## config.mk

```make
export PLATFORM = sky130hd
export DESIGN_NAME = ts_scurve_sequencer_flat
export DESIGN_NICKNAME = d
export VERILOG_FILES = /design/src/rtl/ts_scurve_sequencer_pkg.sv /design/src/rtl/ts_scurve_sequencer_if.sv /design/src/rtl/ts_scurve_sequencer_fit.sv /design/src/rtl/ts_scurve_sequencer.sv /design/src/flat_wrapper.sv
export SDC_FILE = /design/constraint.sdc
export NUM_CORES = 1
export LEC_CHECK = 0
export CAP_MARGIN = 20
export CORE_ASPECT_RATIO = 1.75
export CORE_MARGIN = 4
export CORE_UTILIZATION = 30
export DETAILED_ROUTE_END_ITERATION = 8
export SLEW_MARGIN = 20
export SYNTH_ARGS = -nofsm -noshare
export SYNTH_HDL_FRONTEND = slang
export SYNTH_SLANG_ARGS = --single-unit
export TNS_END_PERCENT = 50
```

## constraint.sdc

```tcl
create_clock -name clk_int -period 4.8 [get_ports clk_int]
set_input_delay 0.48 -clock clk_int [delete_from_list [all_inputs] [get_ports clk_int]]
set_output_delay 0.48 -clock clk_int [all_outputs]
set_load 0.02 [all_outputs]
```

## src/rtl/ts_scurve_sequencer_pkg.sv

```systemverilog
// ts_scurve_pkg: shared widths, timeout and scan FSM state type for the s-curve sequencer.
package ts_scurve_pkg;
    localparam int DAC_W    = 10;
    localparam int ACC_W    = 12;
    localparam int SETTLE_W = 8;
    localparam int STEP_W   = 4;
    localparam int TMO_CYC  = 16;
    typedef enum logic [2:0] {
        S_IDLE, S_SET_DAC, S_SETTLE, S_LAUNCH, S_WAIT_HI, S_WAIT_LO, S_EMIT, S_FINISH
    } scan_state_t;
endpackage

```

## src/rtl/ts_scurve_sequencer_if.sv

```systemverilog
// ts_scurve_sequencer_if: config, accumulator and result signals of the s-curve sequencer.
// Fit result signals exist only when SCURVE_FIT_EN is defined.
interface ts_scurve_sequencer_if;
    import ts_scurve_pkg::*;
    logic                Start;
    logic                Abort;
    logic [DAC_W-1:0]    DacStart;
    logic [DAC_W-1:0]    DacStop;
    logic [STEP_W-1:0]   DacStep;
    logic [SETTLE_W-1:0] SettleCyc;
    logic [DAC_W-1:0]    DacCode;
    logic                AccStart;
    logic                AccBusy;
    logic [ACC_W-1:0]    Acc;
    logic                ResValid;
    logic                ResReady;
    logic [DAC_W-1:0]    ResDac;
    logic [ACC_W-1:0]    ResAcc;
    logic                Busy;
    logic                Done;
    logic                Err;
`ifdef SCURVE_FIT_EN
    logic                FitValid;
    logic [DAC_W-1:0]    FitDac;
`endif
    modport master (
        input  Start, Abort, DacStart, DacStop, DacStep, SettleCyc, AccBusy, Acc, ResReady,
`ifdef SCURVE_FIT_EN
        output FitValid, FitDac,
`endif
        output DacCode, AccStart, ResValid, ResDac, ResAcc, Busy, Done, Err
    );
    modport slave (
        output Start, Abort, DacStart, DacStop, DacStep, SettleCyc, AccBusy, Acc, ResReady,
`ifdef SCURVE_FIT_EN
        input  FitValid, FitDac,
`endif
        input  DacCode, AccStart, ResValid, ResDac, ResAcc, Busy, Done, Err
    );
endinterface

```

## src/rtl/ts_scurve_sequencer_fit.sv

```systemverilog
// ts_scurve_fit: tracks the scan maximum and the first DAC after it whose count falls to half the maximum.
// Compiled only when SCURVE_FIT_EN is defined.
`ifdef SCURVE_FIT_EN
module ts_scurve_fit
    import ts_scurve_pkg::*;
(
    input  logic             clk_int,
    input  logic             RSTn_int,
    input  logic             clr,
    input  logic             upd,
    input  logic             fin,
    input  logic [DAC_W-1:0] dac,
    input  logic [ACC_W-1:0] acc,
    output logic             fit_valid,
    output logic [DAC_W-1:0] fit_dac
);
    logic [ACC_W-1:0] max_q, max_d;
    logic [DAC_W-1:0] cross_q, cross_d;
    logic found_q, found_d, valid_q, valid_d;
    always_comb begin
        max_d   = max_q;
        cross_d = cross_q;
        found_d = found_q;
        valid_d = valid_q | fin;
        if (clr) begin
            max_d   = '0;
            cross_d = '0;
            found_d = 1'b0;
            valid_d = 1'b0;
        end else if (upd && !found_q) begin
            // half-max test done as 2*acc <= max to stay in integers
            if (acc > max_q) max_d = acc;
            else if (max_q != '0 && {acc, 1'b0} <= {1'b0, max_q}) begin
                found_d = 1'b1;
                cross_d = dac;
            end
        end
    end
    always_ff @(posedge clk_int or negedge RSTn_int) begin
        if (!RSTn_int) begin
            max_q   <= '0;
            cross_q <= '0;
            found_q <= 1'b0;
            valid_q <= 1'b0;
        end else begin
            max_q   <= max_d;
            cross_q <= cross_d;
            found_q <= found_d;
            valid_q <= valid_d;
        end
    end
    assign fit_valid = valid_q;
    assign fit_dac   = !valid_q ? '0 : (found_q ? cross_q : '1);
endmodule
`endif

```

## src/rtl/ts_scurve_sequencer.sv

```systemverilog
// ts_scurve_sequencer: steps the threshold DAC over a range, runs one accumulator window per step and returns (DAC, Acc) pairs.
// Defining SCURVE_FIT_EN adds the half-max crossing fit (FitValid/FitDac).
module ts_scurve_sequencer
    import ts_scurve_pkg::*;
(
    input logic clk_int,
    input logic RSTn_int,
    ts_scurve_sequencer_if.master bus
);
    scan_state_t state_q, state_d;
    logic start_q, start_d;
    logic [DAC_W-1:0] dac_q, dac_d, stop_q, stop_d, res_dac_q, res_dac_d;
    logic [STEP_W-1:0] step_q, step_d;
    logic [SETTLE_W-1:0] settle_q, settle_d, cnt_q, cnt_d;
    logic [ACC_W-1:0] res_acc_q, res_acc_d;
    logic res_valid_q, res_valid_d, busy_q, busy_d, done_q, done_d, err_q, err_d;
    logic start_edge, hs, last_pt;
    logic [DAC_W:0] nxt;
    assign start_edge = bus.Start & ~start_q;
    assign hs         = res_valid_q & bus.ResReady;
    // one extra bit so a step past the top code ends the scan instead of wrapping
    assign nxt        = {1'b0, dac_q} + (DAC_W+1)'(step_q);
    assign last_pt    = nxt > {1'b0, stop_q};
    always_comb begin
        state_d     = state_q;
        start_d     = bus.Start;
        dac_d       = dac_q;
        stop_d      = stop_q;
        step_d      = step_q;
        settle_d    = settle_q;
        cnt_d       = cnt_q;
        res_dac_d   = res_dac_q;
        res_acc_d   = res_acc_q;
        res_valid_d = res_valid_q;
        busy_d      = busy_q;
        done_d      = done_q;
        err_d       = err_q;
        case (state_q)
            S_IDLE: if (start_edge) begin
                if (bus.DacStop >= bus.DacStart) begin
                    state_d  = S_SET_DAC;
                    dac_d    = bus.DacStart;
                    stop_d   = bus.DacStop;
                    step_d   = (bus.DacStep == '0) ? STEP_W'(1) : bus.DacStep;
                    settle_d = bus.SettleCyc;
                    busy_d   = 1'b1;
                    done_d   = 1'b0;
                    err_d    = 1'b0;
                end else begin
                    done_d = 1'b1;
                    err_d  = 1'b1;
                end
            end
            S_SET_DAC: begin
                cnt_d   = '0;
                state_d = bus.Abort ? S_FINISH : (settle_q == '0 ? S_LAUNCH : S_SETTLE);
            end
            S_SETTLE: begin
                cnt_d   = cnt_q + SETTLE_W'(1);
                state_d = bus.Abort ? S_FINISH : (cnt_q == settle_q - SETTLE_W'(1) ? S_LAUNCH : S_SETTLE);
            end
            S_LAUNCH: begin
                cnt_d   = '0;
                state_d = S_WAIT_HI;
            end
            S_WAIT_HI: begin
                cnt_d = cnt_q + SETTLE_W'(1);
                if (bus.AccBusy) state_d = S_WAIT_LO;
                else if (cnt_q == SETTLE_W'(TMO_CYC - 1)) begin
                    err_d   = 1'b1;
                    state_d = S_FINISH;
                end
            end
            S_WAIT_LO: if (!bus.AccBusy) begin
                res_acc_d   = bus.Acc;
                res_dac_d   = dac_q;
                res_valid_d = 1'b1;
                state_d     = S_EMIT;
            end
            S_EMIT: if (hs) begin
                res_valid_d = 1'b0;
                state_d     = (bus.Abort || last_pt) ? S_FINISH : S_SET_DAC;
                dac_d       = (bus.Abort || last_pt) ? dac_q : nxt[DAC_W-1:0];
            end
            S_FINISH: begin
                busy_d  = 1'b0;
                done_d  = 1'b1;
                state_d = S_IDLE;
            end
            default: state_d = S_IDLE;
        endcase
    end
    always_ff @(posedge clk_int or negedge RSTn_int) begin
        if (!RSTn_int) begin
            state_q     <= S_IDLE;
            start_q     <= 1'b0;
            dac_q       <= '0;
            stop_q      <= '0;
            step_q      <= '0;
            settle_q    <= '0;
            cnt_q       <= '0;
            res_dac_q   <= '0;
            res_acc_q   <= '0;
            res_valid_q <= 1'b0;
            busy_q      <= 1'b0;
            done_q      <= 1'b0;
            err_q       <= 1'b0;
        end else begin
            state_q     <= state_d;
            start_q     <= start_d;
            dac_q       <= dac_d;
            stop_q      <= stop_d;
            step_q      <= step_d;
            settle_q    <= settle_d;
            cnt_q       <= cnt_d;
            res_dac_q   <= res_dac_d;
            res_acc_q   <= res_acc_d;
            res_valid_q <= res_valid_d;
            busy_q      <= busy_d;
            done_q      <= done_d;
            err_q       <= err_d;
        end
    end
    assign bus.DacCode  = dac_q;
    assign bus.AccStart = (state_q == S_LAUNCH);
    assign bus.ResValid = res_valid_q;
    assign bus.ResDac   = res_dac_q;
    assign bus.ResAcc   = res_acc_q;
    assign bus.Busy     = busy_q;
    assign bus.Done     = done_q;
    assign bus.Err      = err_q;
`ifdef SCURVE_FIT_EN
    ts_scurve_fit u_fit (
        .clk_int   (clk_int),
        .RSTn_int  (RSTn_int),
        .clr       (start_edge && state_q == S_IDLE),
        .upd       (hs),
        .fin       (state_q == S_FINISH),
        .dac       (res_dac_q),
        .acc       (res_acc_q),
        .fit_valid (bus.FitValid),
        .fit_dac   (bus.FitDac)
    );
`endif
endmodule
```

## src/flat_wrapper.sv

```systemverilog
// flat-port wrapper written by rule: the top's interface ports become plain ports
module ts_scurve_sequencer_flat import ts_scurve_pkg::*;
  (clk_int, RSTn_int, bus_Start, bus_Abort, bus_DacStart, bus_DacStop, bus_DacStep, bus_SettleCyc, bus_AccBusy, bus_Acc, bus_ResReady, bus_DacCode, bus_AccStart, bus_ResValid, bus_ResDac, bus_ResAcc, bus_Busy, bus_Done, bus_Err);
  ts_scurve_sequencer_if bus_i ();
  input logic clk_int;
  input logic RSTn_int;
  input wire logic [$bits(bus_i.Start)-1:0] bus_Start;
  input wire logic [$bits(bus_i.Abort)-1:0] bus_Abort;
  input wire logic [$bits(bus_i.DacStart)-1:0] bus_DacStart;
  input wire logic [$bits(bus_i.DacStop)-1:0] bus_DacStop;
  input wire logic [$bits(bus_i.DacStep)-1:0] bus_DacStep;
  input wire logic [$bits(bus_i.SettleCyc)-1:0] bus_SettleCyc;
  input wire logic [$bits(bus_i.AccBusy)-1:0] bus_AccBusy;
  input wire logic [$bits(bus_i.Acc)-1:0] bus_Acc;
  input wire logic [$bits(bus_i.ResReady)-1:0] bus_ResReady;
  output wire logic [$bits(bus_i.DacCode)-1:0] bus_DacCode;
  output wire logic [$bits(bus_i.AccStart)-1:0] bus_AccStart;
  output wire logic [$bits(bus_i.ResValid)-1:0] bus_ResValid;
  output wire logic [$bits(bus_i.ResDac)-1:0] bus_ResDac;
  output wire logic [$bits(bus_i.ResAcc)-1:0] bus_ResAcc;
  output wire logic [$bits(bus_i.Busy)-1:0] bus_Busy;
  output wire logic [$bits(bus_i.Done)-1:0] bus_Done;
  output wire logic [$bits(bus_i.Err)-1:0] bus_Err;
  assign bus_i.Start = bus_Start;
  assign bus_i.Abort = bus_Abort;
  assign bus_i.DacStart = bus_DacStart;
  assign bus_i.DacStop = bus_DacStop;
  assign bus_i.DacStep = bus_DacStep;
  assign bus_i.SettleCyc = bus_SettleCyc;
  assign bus_i.AccBusy = bus_AccBusy;
  assign bus_i.Acc = bus_Acc;
  assign bus_i.ResReady = bus_ResReady;
  assign bus_DacCode = bus_i.DacCode;
  assign bus_AccStart = bus_i.AccStart;
  assign bus_ResValid = bus_i.ResValid;
  assign bus_ResDac = bus_i.ResDac;
  assign bus_ResAcc = bus_i.ResAcc;
  assign bus_Busy = bus_i.Busy;
  assign bus_Done = bus_i.Done;
  assign bus_Err = bus_i.Err;
  ts_scurve_sequencer u_core (.clk_int(clk_int), .RSTn_int(RSTn_int), .bus(bus_i));
endmodule
```

==> results of run 1 <==
-- registers in the layout (all words and copies together), names as in the netlist, 3 cells and up --
signal	flops
u_core.cnt_q	8
u_core.state_q	3
u_core.settle_q	8
u_core.step_q	4
u_core.bus.ResAcc	12
u_core.bus.ResDac	10
u_core.bus.DacCode	10
u_core.stop_q	10
-- synthesized netlist by cell type (all sizes together) (2+ instances only) --
library cell / n / area share
nor4: 2 / 0.0032
and2: 2 / 0.0032
o221ai: 2 / 0.0044
nand3b: 2 / 0.0038
nor3: 7 / 0.0088
o21a: 2 / 0.0038
buf: 3 / 0.0054
nand3: 13 / 0.016
mux2i: 10 / 0.025
nor2: 27 / 0.026
a22o: 2 / 0.0047
a21oi: 17 / 0.022
or4: 2 / 0.0038
clkbuf: 9 / 0.0085
a21o: 5 / 0.0095
a211oi: 4 / 0.010
ha: 26 / 0.082
nor4b: 2 / 0.0044
nand2: 37 / 0.035
o21ai: 29 / 0.037
xor2: 6 / 0.013
xnor2: 11 / 0.024
dfrtp: 70 / 0.44
nand2b: 6 / 0.0095
inv: 30 / 0.028
mux2: 36 / 0.11
nand4: 5 / 0.0079
o21bai: 2 / 0.0038
-- through the flow --
step	power, mW	hold WS (ns)	worst slack, ns	std cells	area (um^2)
5_1_grt	3.92	0.369	0.168	654	5350
3_3_place_gp	2.83	0.480	0.465	638	5000
2_1_floorplan	2.22	0.184	0.825	390	3960
3_5_place_dp	2.88	0.484	0.351	638	5000
4_1_cts	3.69	0.325	0.284	654	5350
6_report	3.65	0.289	0.438	654	5350
-- cell families (layout without fill, tap and decap cells) --
kind of cell,after synthesis,count (layout),share of synthesized area
AND/OR/NAND/NOR,113,113,0.138
adder cells (fa/ha/maj),27,27,0.0872
flip-flops,70,70,0.442
buffers and inverters,43,136,0.0449
XOR/XNOR,17,17,0.0376
multiplexers,46,46,0.131
AO/OA/AOI/OAI,74,74,0.119
-- report_power, final --
part,internal [mW],switching [mW]
logic,0.858,0.919
registers,0.851,0.245
clock network,0.509,0.263
-- how the worst min path moves through the flow --
stage | startpoint | to | slack, ns | cells past startpoint
after floorplan | RSTn_int | u_core.bus.Busy$_DFFE_PN0P_ | 0.18 | 0
after global placement | u_core.bus.Busy$_DFFE_PN0P_ | u_core.bus.Busy$_DFFE_PN0P_ | 0.48 | 1
after detailed placement | u_core.bus.Busy$_DFFE_PN0P_ | u_core.bus.Busy$_DFFE_PN0P_ | 0.48 | 1
after CTS | RSTn_int | u_core.settle_q[2]$_DFFE_PN0P_ | 0.32 | 1
after global routing | RSTn_int | u_core.settle_q[2]$_DFFE_PN0P_ | 0.37 | 1
final | RSTn_int | u_core.settle_q[2]$_DFFE_PN0P_ | 0.29 | 1
-- layout make-up --
class | instances | area [um^2]
fillers | 1300 | 7590
multi-input cells | 277 | 2040
flip-flops and latches | 70 | 1750
repair buffers | 90 | 888
clock buffers | 9 | 225
well taps | 171 | 214
clock inverters | 7 | 120
inverters | 30 | 113
-- worst max-delay path: stages, from the launching register on --
cell and delay [ns]:
dfrtp_1 0.41, ha_1 0.26, fa_1 0.42, a21o_1 0.20, a21oi_1 0.39, nor3_1 0.13
xnor2_1 0.20, ha_1 0.27, a21o_1 0.17, a21oi_2 0.17, or4b_1 0.49, a211oi_2 0.39
a41o_2 0.40, mux2_4 0.33
-- what timing repair did --
item	CTS	global route
hold buffers	0	0
buffers inserted	0	0
gates resized for setup	0	1
endpoints found under the setup margin	0	1
-- layer usage --
| metal | vias to the layer above | wire length [um] | share of wire |
|---|---|---|---|
| li1 | 1554 | - | - |
| met1 | 1570 | 3880 | 0.37 |
| met2 | 67 | 6020 | 0.57 |
| met3 | 25 | 332 | 0.031 |
| met4 | 0 | 352 | 0.033 |
| met5 | - | 0 | 0 |
==> impl_metrics.toml, run 1 <==
[outcome]
status = "completed"

[synth]
synthFlopType = "dfrtp_1"
synth_edf_count = 0
synth.distinct_cells = 55
async_flop_share = 1.00
netlist_area_um2 = 3960
yosysSeqAreaShare = 0.442
syn_inst = 390
yosys_warnings = 0
syn_area_per_cell_um2 = 10.2
syn_nets = 467
ys_ff_latch = 70

[setup_path]
reg2reg_slack_ns = 0.44
crit_path_start = "u_core.bus.DacCode[0]$_DFFE_PN0P_"
path_class = "register to register"
reg2reg_depth = 13
end_kind = "register"
cp-start-kind = "register"
r2r_start = "u_core.bus.DacCode[0]$_DFFE_PN0P_"
required_ns = 5.02
cp_max_fo = 8
endpoint = "u_core.bus.DacCode[0]$_DFFE_PN0P_"
r2r-end = "u_core.bus.DacCode[0]$_DFFE_PN0P_"
arrival_ns = 4.58

[floorplan]
ios = 87
die-area_um2 = 15200
die_w_um = 94.8
start_util = 0.306
std_cell_rows = 55
die_h_um = 160
core_area_um2 = 12900

[placement]
io_buffers = 86
hpwlAfterDp_um = 8190
place.gp.congestion = 0.881

[global_routing]
grt_start_max_net_pins = 71
overflow = 0
antenna_found_initial = 0
met3_usage = 0.0254
grt_pass1_vias = 3574
track_usage = 0.148
busiest_layer = "met2"
use_met2 = 0.280
grt_pass1_wl_um = 17300
grtUsageMet1 = 0.148

[pwr]
p_per_area_nw_per_um2 = 681
ir_worst_vdd_v = 0.000255
leakage_nw = 2.32

[clocking]
cts_tree = "yes"
cts.sinks = 70
insertion_delay_ns = 0.34
htreeDepth = 3
cts-root-buf = "clkbuf_16"
clk_path_buf_depth = 2
clk_pin_slew_ns = 0.06
cts-buffers-inserted = 9

[routing]
routedWlPerCell_um = 16.2
vias_per_cell = 4.92
drtIter0Drc = 93
drt-total-wl_um = 10600
dr.pass1.iters = 4
vias = 3216
drc = 0
final_antenna_net_count = 0

[run]
drv_cap = 0

[min_path]
hold_class = "primary input to async pin"

[timing]
worstMarginPinSlew_ns = 0.923
rsz0062_at_grt = "no"
hold_viol = 0
fmax_ghz = 0.229
slew-limit-headroom = 0.385
setup_viol_count_final = 0
drv_slew = 0
tns_ns = 0
period_share = 0.909
finClkSkew_ns = 0.00797
finalCriticalPeriod_ns = 4.36

[finish]
final_common_cell = "clkdlybuf4s50_1"
area_growth_pct = 35.2
fin_util = 0.414
final_nets = 555
drive_above_1_share = 0.135
final_cell_mix = "clkdlybuf4s50_1, dfrtp_1, nand2_1"
insertedDiodeCount = 0
Power figures use the tool's default switching activity.
==> run 2, diff against run 1 <==
--- a/config.mk
+++ b/config.mk
@@ -11,4 +11,6 @@
 export CORE_UTILIZATION = 30
 export DETAILED_ROUTE_END_ITERATION = 8
+export HOLD_SLACK_MARGIN = 0.1
+export PLACE_DENSITY = 0.48
 export SLEW_MARGIN = 20
 export SYNTH_ARGS = -nofsm -noshare
==> constraint.sdc (replaced) <==
create_clock -name clk_int -period 4.8 [get_ports clk_int]
set_input_delay 0.96 -clock clk_int [delete_from_list [all_inputs] [get_ports clk_int]]
set_output_delay 0.96 -clock clk_int [all_outputs]
set_load 0.02 [all_outputs]
==> run 2 against run 1 <==
Effect of this change:
- clock skew is 0.0011 ns lower
- combinational power hardly changed
- highest routed layer unchanged
- worst hold slack gained 0.21 ns
==> impl_metrics.toml, run 2 (synthesized netlist as in run 1, its figures left out) <==
[outcome]
status = "completed"

[finish]
multi_input_area_um2 = 2040
insertedDiodeCount = 0
largest_register_ffs = 12
drive_above_1_share = 0.131
final_common_cell = "clkdlybuf4s50_1"
final_cell_mix = "clkdlybuf4s50_1, dfrtp_1, nand2_1"
area_growth_pct = 33.8
seq_area_um2 = 1750
stdcell_count = 653
fillCellCount = 1342
final_nets = 554

[min_path]
whs_path_depth = 1
hold_class = "register to register"

[pwr]
ir_worst_vdd_v = 0.000293
p_total_mw = 3.52
leakage_nw = 2.29
p_per_area_nw_per_um2 = 664

[setup_path]
crit_buf_inv = 1
cp-start-kind = "register"
cpPeakStageDelay_ns = 0.46
path_cells = "ha_1 > fa_1 > a21o_1 > a21oi_1 > nor3_1 > xnor2_1 > ha_1 > a21o_1 > a21oi_2 > or4b_1 > a211oi_2 > a41o_1 > buf_4 > mux2_4"
end_kind = "register"
cp_max_fo = 10
arrival_ns = 4.57
crit_path_top_delay_cell = "or4b_1"
path_depth = 14
critPathTopFamily = "compound AO/OA/AOI/OAI gates"
path_class = "register to register"
reg2reg_depth = 14
required_ns = 5.01

[clocking]
clk_path_buf_depth = 2
post_cts.repair.setup_buffers = 0
htreeDepth = 3
cts.sinks = 70
cts.repair.resized = 0
cts_hold_buffers = 0
cts_tree = "yes"
cts-buffers-inserted = 9
cts-root-buf = "clkbuf_16"
clk_pin_slew_ns = 0.06
insertion_delay_ns = 0.33

[timing]
period_share = 0.907
slew-limit-headroom = 0.381
finalCriticalPeriod_ns = 4.35
finClkSkew_ns = 0.00686
tns_ns = 0
hold_viol = 0
fmax_ghz = 0.230
rsz0062_at_grt = "no"
setup_viol_count_final = 0
drv_slew = 0
worstMarginPinSlew_ns = 0.928

[global_routing]
overflow = 0
track_usage = 0.149
grt_pass1_wl_um = 17300
antenna_found_initial = 0
grt_pass1_vias = 3429
grt_start_max_net_pins = 71

[floorplan]
die-area_um2 = 15200
ios = 87
start_util = 0.306
die_w_um = 94.8
std_cell_rows = 55
core_area_um2 = 12900
die_h_um = 160

[placement]
hpwlAfterDp_um = 8240
placedCellCount = 637
place.gp.congestion = 0.808
io_buffers = 86

[run]
drv_cap = 0

[routing]
drtIter0Drc = 62
drt-total-wl_um = 10600
final_antenna_net_count = 0
routedWlPerCell_um = 16.3
vias = 3185
vias_per_cell = 4.88
dr.pass1.iters = 4
drc = 0
## run 2: cell types whose count changed in the layout (fill, tap and decap cells not counted)
cell,before,now
bufinv_16,3,1
clkinvlp_4,1,3
a41o_1,0,1
a41o_2,1,0
buf_4,5,4
clkinv_4,1,2
inv_6,1,0
## run 2: metrics by stage
step | util | hold WS [ns] | setup slack, ns | area [um^2]
6_report | 0.409 | 0.495 | 0.446 | 5300
3_3_place_gp | 0.386 | 0.479 | 0.576 | 5000
3_5_place_dp | 0.386 | 0.488 | 0.465 | 5000
5_1_grt | 0.409 | 0.525 | 0.183 | 5300
4_1_cts | 0.409 | 0.502 | 0.418 | 5300
2_1_floorplan | - | 0.485 | 0.825 | 3960
## run 2: report_power, final
part	internal (mW)	switching [mW]	leakage [nW]	total [mW]
Combinational	0.854	0.904	1.32	1.76
Clock	0.403	0.264	0.138	0.666
Sequential	0.851	0.244	0.837	1.09
## run 2: worst paths after layout
path / startpoint / to / slack, ns
worst max-delay path: u_core.bus.DacCode[0]$_DFFE_PN0P_ / u_core.bus.DacCode[7]$_DFFE_PN0P_ / 0.45
worst min-delay path: u_core.bus.Busy$_DFFE_PN0P_ / u_core.bus.Busy$_DFFE_PN0P_ / 0.50
worst max register to register: u_core.bus.DacCode[0]$_DFFE_PN0P_ / u_core.bus.DacCode[7]$_DFFE_PN0P_ / 0.45
worst min register to register: u_core.bus.Busy$_DFFE_PN0P_ / u_core.bus.Busy$_DFFE_PN0P_ / 0.50
max in group asynchronous: RSTn_int / u_core.bus.ResValid$_DFFE_PN0P_ / 3.43
min in group asynchronous: RSTn_int / u_core.settle_q[2]$_DFFE_PN0P_ / 0.76
## run 2: metal layers
metal / global-route usage / routed length (um)
met5: 0 / 0
met4: 0.0598 / 218
met3: 0.0311 / 369
met2: 0.278 / 6020
met1: 0.158 / 4030
## run 2: final cells by class
cell class                      instances  share of cell area
Sequential cell                        70               0.331
Inverter                               30              0.0213
Clock buffer                            9              0.0425
Multi-Input combinational cell        277               0.385
Tap cell                              171              0.0404
Clock inverter                          7              0.0142
Timing Repair Buffer                   89               0.166
## run 2: worst reg2reg max path: stages, from the launching register on
cell and delay, ns:
dfrtp_1 0.41, ha_1 0.26, fa_1 0.42, a21o_1 0.19, a21oi_1 0.40, nor3_1 0.14, xnor2_1 0.22, ha_1 0.28
a21o_1 0.17, a21oi_2 0.14, or4b_1 0.46, a211oi_2 0.39, a41o_1 0.22, buf_4 0.22, mux2_4 0.32
==> run 3, diff against run 2 <==
clock period = 4.05 ns   (was 4.8 ns; I/O delays follow)
==> run 3 against run 2 <==
Effect of this change:
- critical path depth is 1 higher
- global-route usage up 0.26 points
- total power grew 22%
- sequential power up 19%
- critical path type unchanged
- critical endpoint is now u_core.bus.DacCode[0]$_DFFE_PN0P_
- largest power group unchanged
==> impl_metrics.toml, run 3 (synthesized netlist as in run 1, its figures left out) <==
[outcome]
status = "completed"

[setup_path]
reg2reg_depth = 15
endpoint = "u_core.bus.DacCode[0]$_DFFE_PN0P_"
required_ns = 4.26
cp-start-kind = "register"
cp_max_fo = 10
arrival_ns = 4.07
r2r-end = "u_core.bus.DacCode[0]$_DFFE_PN0P_"
end_kind = "register"
crit_path_start = "u_core.bus.DacCode[0]$_DFFE_PN0P_"
path_class = "register to register"
r2r_start = "u_core.bus.DacCode[0]$_DFFE_PN0P_"
reg2reg_slack_ns = 0.20

[pwr]
combPwrFrac = 0.499
p_clk_frac = 0.199
seq_power_share = 0.302
ir_worst_vdd_v = 0.000273
p_per_area_nw_per_um2 = 799
switching_share = 0.389
internal-power_mw = 2.62
leakage_nw = 2.34
power.switching_mw = 1.67
p_total_mw = 4.29

[routing]
drtIter0Drc = 63
final_antenna_net_count = 0
drc = 0
vias_per_cell = 4.85
dr.pass1.iters = 4
vias = 3198
drt-total-wl_um = 10800
routedWlPerCell_um = 16.4

[placement]
place.gp.congestion = 0.791
hpwlAfterDp_um = 8220
io_buffers = 86

[min_path]
hold_class = "register to register"
hp-start = "u_core.bus.ResAcc[2]$_DFFE_PN0P_"

[run]
drv_cap = 0

[clocking]
cts-root-buf = "clkbuf_16"
clk_pin_slew_ns = 0.06
cts_hold_buffers = 0
cts.sinks = 70
clk_path_buf_depth = 2
cts_tree = "yes"
htreeDepth = 3
cts-buffers-inserted = 9
insertion_delay_ns = 0.33

[timing]
drv_slew = 0
setup_viol_count_final = 0
rsz0062_at_grt = "no"
fmax_ghz = 0.259
finClkSkew_ns = 0.00694
period_share = 0.952
holdWs_ns = 0.504
hold_viol = 0
finalCriticalPeriod_ns = 3.85
slew-limit-headroom = 0.373
tns_ns = 0
worstMarginPinSlew_ns = 0.941

[finish]
insertedDiodeCount = 0
final_nets = 560
final_cell_mix = "clkdlybuf4s50_1, dfrtp_1, nand2_1"
area_growth_pct = 35.7
drive_above_1_share = 0.139
final_common_cell = "clkdlybuf4s50_1"
largest_register_ffs = 12

[floorplan]
die_w_um = 94.8
ios = 87
core_area_um2 = 12900
die_h_um = 160
start_util = 0.306
std_cell_rows = 55
die-area_um2 = 15200

[global_routing]
grtUsageMet1 = 0.160
overflow = 0
track_usage = 0.152
grt_pass1_wl_um = 17600
busiest_layer = "met2"
grt_pass1_vias = 3483
use_met2 = 0.287
antenna_found_initial = 0
met3_usage = 0.0302
grt_start_max_net_pins = 71
run 3: worst min-delay path by stage:
stage,depth (start not counted),endpoint,slack [ns]
finish,1,u_core.bus.ResAcc[2]$_DFFE_PN0P_,0.50
floorplan,1,u_core.step_q[2]$_DFFE_PN0P_,0.48
detailed placement,1,u_core.bus.ResAcc[2]$_DFFE_PN0P_,0.49
global route,1,u_core.bus.ResAcc[4]$_DFFE_PN0P_,0.51
global placement,1,u_core.bus.Busy$_DFFE_PN0P_,0.48
CTS,1,u_core.bus.ResAcc[2]$_DFFE_PN0P_,0.51
run 3: area by class of cell:
class                   count  area (um^2)
clock buffers              12          246
clock inverters             4         70.1
fillers                  1352         7560
inverters                  30          113
multi-input cells         277         2040
flip-flops and latches     70         1750
well taps                 171          214
repair buffers             95          938
run 3: repair_timing:
action                     CTS  global route
setup endpoints to repair    0             3
setup buffers                0             1
resized for setup            0             1
run 3: worst max-delay path, stage by stage, from the launching register on:
cell and delay, ns:
dfrtp_1 0.38, ha_1 0.25, fa_2 0.36, a21o_1 0.18
a21oi_1 0.14, buf_4 0.15, nor3_1 0.06, xnor2_1 0.20
ha_1 0.28, a21o_1 0.18, a21oi_2 0.14, or4b_1 0.46
a211oi_2 0.25, a41o_1 0.24, buf_12 0.16, mux2_4 0.31
run 3: metal layers:
layer / vias to the layer above / wire, um
met3: 13 / 373
met2: 74 / 6160
li1: 1559 / -
met4: 0 / 188
met5: - / 0
met1: 1552 / 4080
run 3: power by group through the flow:
stage | Combinational, mW | Clock, mW | Sequential (mW)
2_1_floorplan | 1.21 | 0 | 1.42
3_3_place_gp | 2.13 | 0 | 1.30
3_5_place_dp | 2.16 | 0 | 1.31
4_1_cts | 2.17 | 0.880 | 1.30
5_1_grt | 2.39 | 0.910 | 1.34
6_report | 2.14 | 0.852 | 1.30
run 3: stage by stage:
step / worst slack, ns / instance area [um^2] / instances / util
after global routing: 0.00753 / 5370 / 659 / 0.415
after detailed placement: 0.118 / 5050 / 642 / 0.390
final: 0.196 / 5370 / 659 / 0.415
after floorplan: 0.0754 / 3960 / 390 / -
after CTS: 0.108 / 5360 / 658 / 0.415
after global placement: 0.195 / 5050 / 642 / 0.390
